===== src/rtl/filter_peak_detector.sv =====
// Peak detector for the trapezoidal shaper output.
// Finds the maximum of each pulse above a signed threshold and reports it
// as an {amplitude, timestamp} event over a valid/ready handshake.
// A holdoff window and a re-arm rule stop one pulse from triggering twice.
// Events that arrive while an earlier one is still waiting are dropped and counted.
module filter_peak_detector #(
  parameter int SIZE_FILTER_DATA = 14,
  parameter int TS_WIDTH         = 32,
  parameter int HOLDOFF_CYCLES   = 16,
  parameter int LOST_WIDTH       = 16
) (
  input  logic                               clk,
  input  logic                               reset,
  input  logic                               enable,
  input  logic signed [SIZE_FILTER_DATA+3:0] filter_data,
  input  logic signed [SIZE_FILTER_DATA+3:0] threshold,
  output logic                               peak_valid,
  input  logic                               peak_ready,
  output logic signed [SIZE_FILTER_DATA+3:0] peak_amplitude,
  output logic [TS_WIDTH-1:0]                peak_time,
  output logic [LOST_WIDTH-1:0]              lost_count,
  output logic                               busy
);

  localparam int W  = SIZE_FILTER_DATA + 4;
  localparam int HW = $clog2(HOLDOFF_CYCLES + 1);
  localparam logic [HW-1:0] HOLDOFF_LOAD = HW'(HOLDOFF_CYCLES);

  typedef enum logic [1:0] {
    IDLE,
    RISING,
    HOLDOFF,
    WAIT_BELOW
  } state_t;

  state_t state_q, state_d;

  logic [TS_WIDTH-1:0]   timeStamp_q;
  logic signed [W-1:0]   peakMax_q, peakMax_d;
  logic [TS_WIDTH-1:0]   maxTime_q, maxTime_d;
  logic [HW-1:0]         holdCnt_q, holdCnt_d;
  logic                  eventValid_q, eventValid_d;
  logic signed [W-1:0]   eventAmp_q, eventAmp_d;
  logic [TS_WIDTH-1:0]   eventTime_q, eventTime_d;
  logic [LOST_WIDTH-1:0] lostCnt_q, lostCnt_d;

  logic startPulse;
  logic raiseMax;
  logic eventWrite;
  logic holdTick;

  // Free-running sample timestamp; runs regardless of enable and wraps naturally.
  always_ff @(posedge clk or posedge reset) begin
    if (reset) begin
      timeStamp_q <= '0;
    end else begin
      timeStamp_q <= timeStamp_q + TS_WIDTH'(1);
    end
  end

  // Detector state register.
  always_ff @(posedge clk or posedge reset) begin
    if (reset) begin
      state_q <= IDLE;
    end else begin
      state_q <= state_d;
    end
  end

  // Next-state decision; a low enable pulls every state back to IDLE.
  always_comb begin
    state_d = state_q;
    if (!enable) begin
      state_d = IDLE;
    end else begin
      case (state_q)
        IDLE: begin
          if (filter_data > threshold) begin
            state_d = RISING;
          end
        end
        RISING: begin
          if (filter_data < peakMax_q) begin
            state_d = HOLDOFF;
          end
        end
        HOLDOFF: begin
          if (holdCnt_q <= HW'(1)) begin
            state_d = (filter_data > threshold) ? WAIT_BELOW : IDLE;
          end
        end
        WAIT_BELOW: begin
          if (filter_data <= threshold) begin
            state_d = IDLE;
          end
        end
        default: begin
          state_d = IDLE;
        end
      endcase
    end
  end

  // State-decoded actions; equal samples in RISING neither raise the max nor end the pulse.
  always_comb begin
    startPulse = 1'b0;
    raiseMax   = 1'b0;
    eventWrite = 1'b0;
    holdTick   = 1'b0;
    if (enable) begin
      case (state_q)
        IDLE:    startPulse = (filter_data > threshold);
        RISING: begin
          raiseMax   = (filter_data > peakMax_q);
          eventWrite = (filter_data < peakMax_q);
        end
        HOLDOFF: holdTick = 1'b1;
        default: ;
      endcase
    end
  end

  // Datapath next values: running maximum, holdoff countdown and the output event slot.
  always_comb begin
    peakMax_d    = peakMax_q;
    maxTime_d    = maxTime_q;
    holdCnt_d    = holdCnt_q;
    eventValid_d = eventValid_q;
    eventAmp_d   = eventAmp_q;
    eventTime_d  = eventTime_q;
    lostCnt_d    = lostCnt_q;

    if (startPulse || raiseMax) begin
      peakMax_d = filter_data;
      maxTime_d = timeStamp_q;
    end

    if (eventWrite) begin
      holdCnt_d = HOLDOFF_LOAD;
    end else if (holdTick) begin
      holdCnt_d = (holdCnt_q <= HW'(1)) ? '0 : holdCnt_q - HW'(1);
    end

    if (eventValid_q && peak_ready) begin
      eventValid_d = 1'b0;
    end

    if (eventWrite) begin
      if (!eventValid_q || peak_ready) begin
        eventValid_d = 1'b1;
        eventAmp_d   = peakMax_q;
        eventTime_d  = maxTime_q;
      end else if (lostCnt_q != '1) begin
        lostCnt_d = lostCnt_q + LOST_WIDTH'(1);
      end
    end
  end

  // Datapath registers; reset discards any pulse in progress and any pending event.
  always_ff @(posedge clk or posedge reset) begin
    if (reset) begin
      peakMax_q    <= '0;
      maxTime_q    <= '0;
      holdCnt_q    <= '0;
      eventValid_q <= 1'b0;
      eventAmp_q   <= '0;
      eventTime_q  <= '0;
      lostCnt_q    <= '0;
    end else begin
      peakMax_q    <= peakMax_d;
      maxTime_q    <= maxTime_d;
      holdCnt_q    <= holdCnt_d;
      eventValid_q <= eventValid_d;
      eventAmp_q   <= eventAmp_d;
      eventTime_q  <= eventTime_d;
      lostCnt_q    <= lostCnt_d;
    end
  end

  assign peak_valid     = eventValid_q;
  assign peak_amplitude = eventAmp_q;
  assign peak_time      = eventTime_q;
  assign lost_count     = lostCnt_q;
  assign busy           = (state_q != IDLE);

endmodule


===== config.mk =====
export PLATFORM = sky130hd
export DESIGN_NAME = filter_peak_detector
export DESIGN_NICKNAME = d
export VERILOG_FILES = /design/src/rtl/filter_peak_detector.sv
export SDC_FILE = /design/constraint.sdc
export NUM_CORES = 1
export LEC_CHECK = 0
export ABC_CLOCK_PERIOD_IN_PS = 6000
export CORE_MARGIN = 2
export CORE_UTILIZATION = 45
export DETAILED_ROUTE_END_ITERATION = 10
export GPL_TIMING_DRIVEN = 0
export PLACE_DENSITY = 0.68
export REMOVE_ABC_BUFFERS = 1
export SLEW_MARGIN = 20
export SYNTH_ARGS = -nofsm -noshare
export SYNTH_HDL_FRONTEND = slang
export SYNTH_SLANG_ARGS = --single-unit

===== constraint.sdc =====
create_clock -name clk -period 6 [get_ports clk]
set_clock_uncertainty 0.2 [all_clocks]
set_input_delay 1.2 -clock clk [delete_from_list [all_inputs] [get_ports clk]]
set_output_delay 1.2 -clock clk [all_outputs]
set_load 0.05 [all_outputs]

Word level (Yosys, flattened, before mapping)
Index checks and enable logic that the tools add are counted.
W data, S select, Z words.
{"block": "totals", "ff_bits": 156, "inputBits": 40, "output_inout_bits": 68, "elab_cells": 57}
{"block": "classes", "add_sub_neg": 3, "magnitude_cmp": 5, "eq_ne": 8, "mux": 21, "bitwise": 1, "reduce_logical": 10}
{"cell": "$gt A18 B18 Y1", "count": 2}
{"cell": "$add A32 B1 Y32 const B", "count": 1}
{"cell": "$le A18 B18 Y1", "count": 1}
{"cell": "$lt A18 B18 Y1", "count": 1}
{"cell": "$add A16 B1 Y16 const B", "count": 1}
{"cell": "$ne A16 B16 Y1 const B", "count": 1}
{"cell": "$mux W5", "count": 3}
{"cell": "$mux W2", "count": 6}
{"cell": "$ne A3 B3 Y1 const B", "count": 4}
{"cell": "$mux W1", "count": 11}
{"cell": "$pmux W2 S4", "count": 1}
{"cell": "$le A5 B1 Y1 const B", "count": 1}
{"cell": "$sub A5 B1 Y5 const B", "count": 1}
{"cell": "$eq A2 B2 Y1 const B", "count": 2}
{"cell": "$reduce_and A4 Y1", "count": 1}
{"cell": "$reduce_bool A2 Y1", "count": 2}
{"cell": "$reduce_and A3 Y1", "count": 1}
{"cell": "$eq A2 B1 Y1 const B", "count": 1}
{"cell": "$logic_not A2 Y1", "count": 1}
{"cell": "$logic_or A1 B1 Y1", "count": 2}
{"cell": "$reduce_and A2 Y1", "count": 1}
{"cell": "$logic_and A1 B1 Y1", "count": 1}
{"cell": "$logic_not A1 Y1", "count": 1}
{"cell": "$not A1 Y1", "count": 1}

Logic depth before layout (Yosys ltp)
{"block": "logic_depth", "depth_word": 5, "ltp_mapped": 10, "depth_no_buf": 9}

Worst setup path after synthesis
No wires, ideal clock.
{"block": "synth_path", "kind": "in2reg", "start": "in filter_data[7]", "end": "reg maxTime_q[24]", "setup_time_ns": 0.125, "arrival_time_ns": 3.155, "t_required_ns": 5.675, "slack_ns": 2.521, "stages": 9, "path_buffers": 1, "path_cell_list": "ha_1 -> a211oi_1 -> nor2_1 -> o31ai_2 -> nand3_1 -> and2_4 -> a32oi_4 -> buf_6 -> mux2_2"}
{"block": "synth_via", "elab_chain_cells": 4, "elab_cells_between_ends": 7, "classes_between": "order compare: 2; mux: 4; reduce/logical: 1"}
{"item": "from (decl)", "line_no": "15", "rtl": "input logic signed [SIZE_FILTER_DATA+3:0] filter_data,"}
{"item": "$gt A18 B18 Y1 (on tied branches)", "line_no": "112, 114"}
{"item": "$mux W1", "line_no": "111", "rtl": "case (state_q)"}
{"item": "$mux W1", "line_no": "110", "rtl": "if (enable) begin"}
{"item": "$logic_or A1 B1 Y1 *", "line_no": "133", "rtl": "if (startPulse || raiseMax) begin"}
{"item": "to (signal assigned)", "line_no": "171", "rtl": "maxTime_q <= maxTime_d;"}
{"item": "to (decl)", "line_no": "40", "rtl": "logic [TS_WIDTH-1:0] maxTime_q, maxTime_d;"}
Mark *: on every way between the ends. The rest lies on a longest branch, timed or not.
A chain may end at the register's enable or synchronous reset.

Worst setup path after layout
{"block": "layout_path", "start": "in filter_data[15]", "end": "reg maxTime_q[18]"}
Same word-level chain as after synthesis.

==> flow_summary.toml <==
[worst_setup_path]
delay_heaviest_family_cp = "compound AO/OA/AOI/OAI gates"
setup.worst_path.start = "filter_data[15]"
r2r_end = "maxTime_q[18]"
path_class = "in -> reg"
critical_path.cell_chain = "clkdlybuf4s50_1 -> ha_1 -> nand4_1 -> nor4_1 -> a211oi_1 -> o21ai_0 -> a21oi_1 -> a32oi_4 -> buf_8 -> buf_8 -> mux2_2"
worst_r2r_path_depth = 11
endpoint_kind = "flip-flop"
worst_ep_required_time_ps = 6100
path_max_fanout = 13
reg2reg_slack_ps = 2560
cp_data_arrival_time_ps = 4460
crit_slowest_cell = "sky130_fd_sc_hd__a32oi_4"
critPathMaxStageDelay_ps = 700
critical_path.most_common_cell = "sky130_fd_sc_hd__buf_8"
timing.critical_path.buf_inv = 3
critPathLaunchType = "input port"
reg2reg_from = "peakMax_q[7]"

[clocking]
cts.sinks = 156
clkSlewWorstSetupHoldPaths_ps = 60
cts_resized = 0
clock_insertion_delay_worst_skew_ps = 420
postCtsHoldBufs = 0
cts_made_buffers = 17
postCtsSetupRepairBufs = 0
cts_max_level = 4
cts.path.max_buffers = 2
tritoncts = "built"
cts_root_buffer = "sky130_fd_sc_hd__clkbuf_16"

[min_path]
hp-class = "reg -> reg"
min_from = "timeStamp_q[31]"
hold_depth = 1
whs_endpoint = "timeStamp_q[31]"

[grt]
antenna_found_initial = 0
first_global_vias = 4732
pin_count_of_the_biggest_net_entering_global_routing = 87
globalRoute.totalOverflow = 0
global_route.usage.total_pct = 17.8
grt_pass1_wl_um = 23300

[sta]
final_setup_fails = 0
hold_violations = 0
report.final.slew_viol_count = 0
worst_hold_slack_after_final_layout_ps = 276
period_share_pct = 72.6
worstMarginPinSlew_ps = 961
unrepaired_setup_endpoints_after_global_routing = "false"
finalCriticalPeriod_ps = 4360
timing.slew.headroom_pct = 35.3
max_freq_mhz = 230

[layout]
design.final.nets = 765
area.growth.synth_to_final_pct = 27.0
number_of_diodes_added_for_antenna_fixing = 0
post_layout_instance_count_excluding_filler_cells = 914
final_layout_size_suffix_gt1_share_pct = 18.8
layout.core_utilization_pct = 58.1

[floorplan]
total_die_area_sq_um = 17000
ios = 108
die_x_um = 130
core-area_sq_um = 15700
die_h_um = 130
fp-row-count = 46
initial_cell_density_of_the_core_pct = 45.7

[power]
ir_drop_mv = 0.259
p_per_area_nw_per_um2 = 394
total_power_mw = 3.59
static-leakage-power_nw = 4.24

[synth]
synth_edf_count = 0
netlist.top_cell.by_area = "sky130_fd_sc_hd__dfrtp_1"
yosysWarnings = 0
postSynth.topFlopCell = "sky130_fd_sc_hd__dfrtp_1"
post_synth.cell_area_avg_sq_um = 12.7
synth_cells = 567
netlist_area_sq_um = 7180
yosysMostFrequentCell = "sky130_fd_sc_hd__dfrtp_1"
synth.ff_latch_count = 156
share_of_the_yosys_chip_area_belonging_to_registers_pct = 54.4
ys_top_cells_by_area = "sky130_fd_sc_hd__dfrtp_1 (54%), sky130_fd_sc_hd__mux2_2 (14%), sky130_fd_sc_hd__ha_1 (7.0%)"
synth.lib_cells_used.distinct = 42
synth.cells.most_frequent = "sky130_fd_sc_hd__dfrtp_1 (156), sky130_fd_sc_hd__mux2_2 (90), sky130_fd_sc_hd__inv_1 (44)"
portion_of_synthesized_cell_area_occupied_by_the_leading_cell_type_pct = 54.4
synth_async_sr_flop_share_pct = 100

[detailed_routing]
post-route-drc-count = 0
detailedRoute.firstPassIterationCount = 4
totalWireLength_um = 14200
drt_iter0_markers = 165
drt-wirelength-per-cell_um = 15.5
route.vias.total = 4705
antenna_violating_nets_post_route = 0
routed_via_density = 5.15

[placement]
post-dp-hpwl_um = 10000
port-buffer-count = 107
placed_cells_incl_taps = 882
place.gp.congestion = 0.862

[flow_run]
max-cap-violations = 0

[run_status]
status = "completed"
[cells by family (layout without fill, tap and decap cells)]
family | after synthesis | in the layout | synth area share [%]
and+or+nand+nor | 127 | 127 | 9.71
muxes | 101 | 101 | 15.8
buffers and inverters | 56 | 187 | 3.59
DFF | 156 | 156 | 54.4
adders and majority gates | 40 | 40 | 6.97
AOI/OAI and AO/OA | 41 | 41 | 3.92
xor gates and xnor gates | 46 | 46 | 5.61
[report_power, final]
group | total, mW | switching, mW | internal [mW]
logic | 1.19 | 0.691 | 0.498
clock network | 1.06 | 0.412 | 0.646
registers | 1.34 | 0.112 | 1.23
total | 3.59 | 1.22 | 2.37
[how the worst max path moves through the flow]
stage | to | cells after the start
global placement | peak_time[14] | 2
global route | maxTime_q[6] | 11
detailed placement | maxTime_q[18] | 11
CTS | maxTime_q[19] | 11
floorplan | holdCnt_q[0] | 1
finish | maxTime_q[18] | 11
[metrics by stage]
step	setup WS, ps	setup TNS (ps)	area (sq um)
after floorplan	393	0	7090
after global placement	-1580	-244790	8430
after detailed placement	1240	0	8530
after CTS	1680	0	9120
after global routing	1490	0	9120
final	1640	0	9120
[final cells by class]
cell class,instances,area (sq um)
clock inverters,9,110
inverters,44,173
clock buffers,23,478
flip-flops and latches,156,3900
multi-input cells,355,3030
fillers,1312,6590
well taps,216,270
repair buffers,111,1160
[layout by cell type, fill, tap and decap left out, drive strengths merged, types with 4 or more instances in the layout]
cell type      instances
clkbuf                23
xnor2                 40
mux2                 101
o21ai                  5
and4                   8
nand2b                 4
nand2                 24
ha                    40
nand4                 19
inv                   45
nand3                 22
dfrtp                156
nor2                  15
and3                  10
and2                   4
buf                    4
nor3                   7
xor2                   6
clkdlybuf4s50        107
a21oi                 19
[metal layers]
metal | track usage [%] | vias to the layer above | share of wire, %
met3 | 4.96 | 23 | 5.2
met5 | 0 | - | 0
met1 | 23.3 | 2324 | 46
li1 | - | 2241 | -
met2 | 28.5 | 117 | 48
met4 | 6.20 | 0 | 1.6
[worst register-to-register path: stages (launching register included)]
cell and delay, ps:
sky130_fd_sc_hd__dfrtp_1 370, sky130_fd_sc_hd__inv_1 60, sky130_fd_sc_hd__ha_1 290, sky130_fd_sc_hd__a211oi_1 240
sky130_fd_sc_hd__nor2_1 110, sky130_fd_sc_hd__o31ai_2 270, sky130_fd_sc_hd__nand3_1 210, sky130_fd_sc_hd__and2_4 240
sky130_fd_sc_hd__a32oi_4 600, sky130_fd_sc_hd__buf_8 230, sky130_fd_sc_hd__buf_8 160, sky130_fd_sc_hd__mux2_2 340
[flip-flops by register name, summed over array words and instances (netlist names)]
register	cells
lost_count	16
holdCnt_q	5
timeStamp_q	32
peak_time	32
state_q	2
peakMax_q	18
peak_valid	1
peak_amplitude	18
maxTime_q	32
Power figures use the tool's default switching activity.
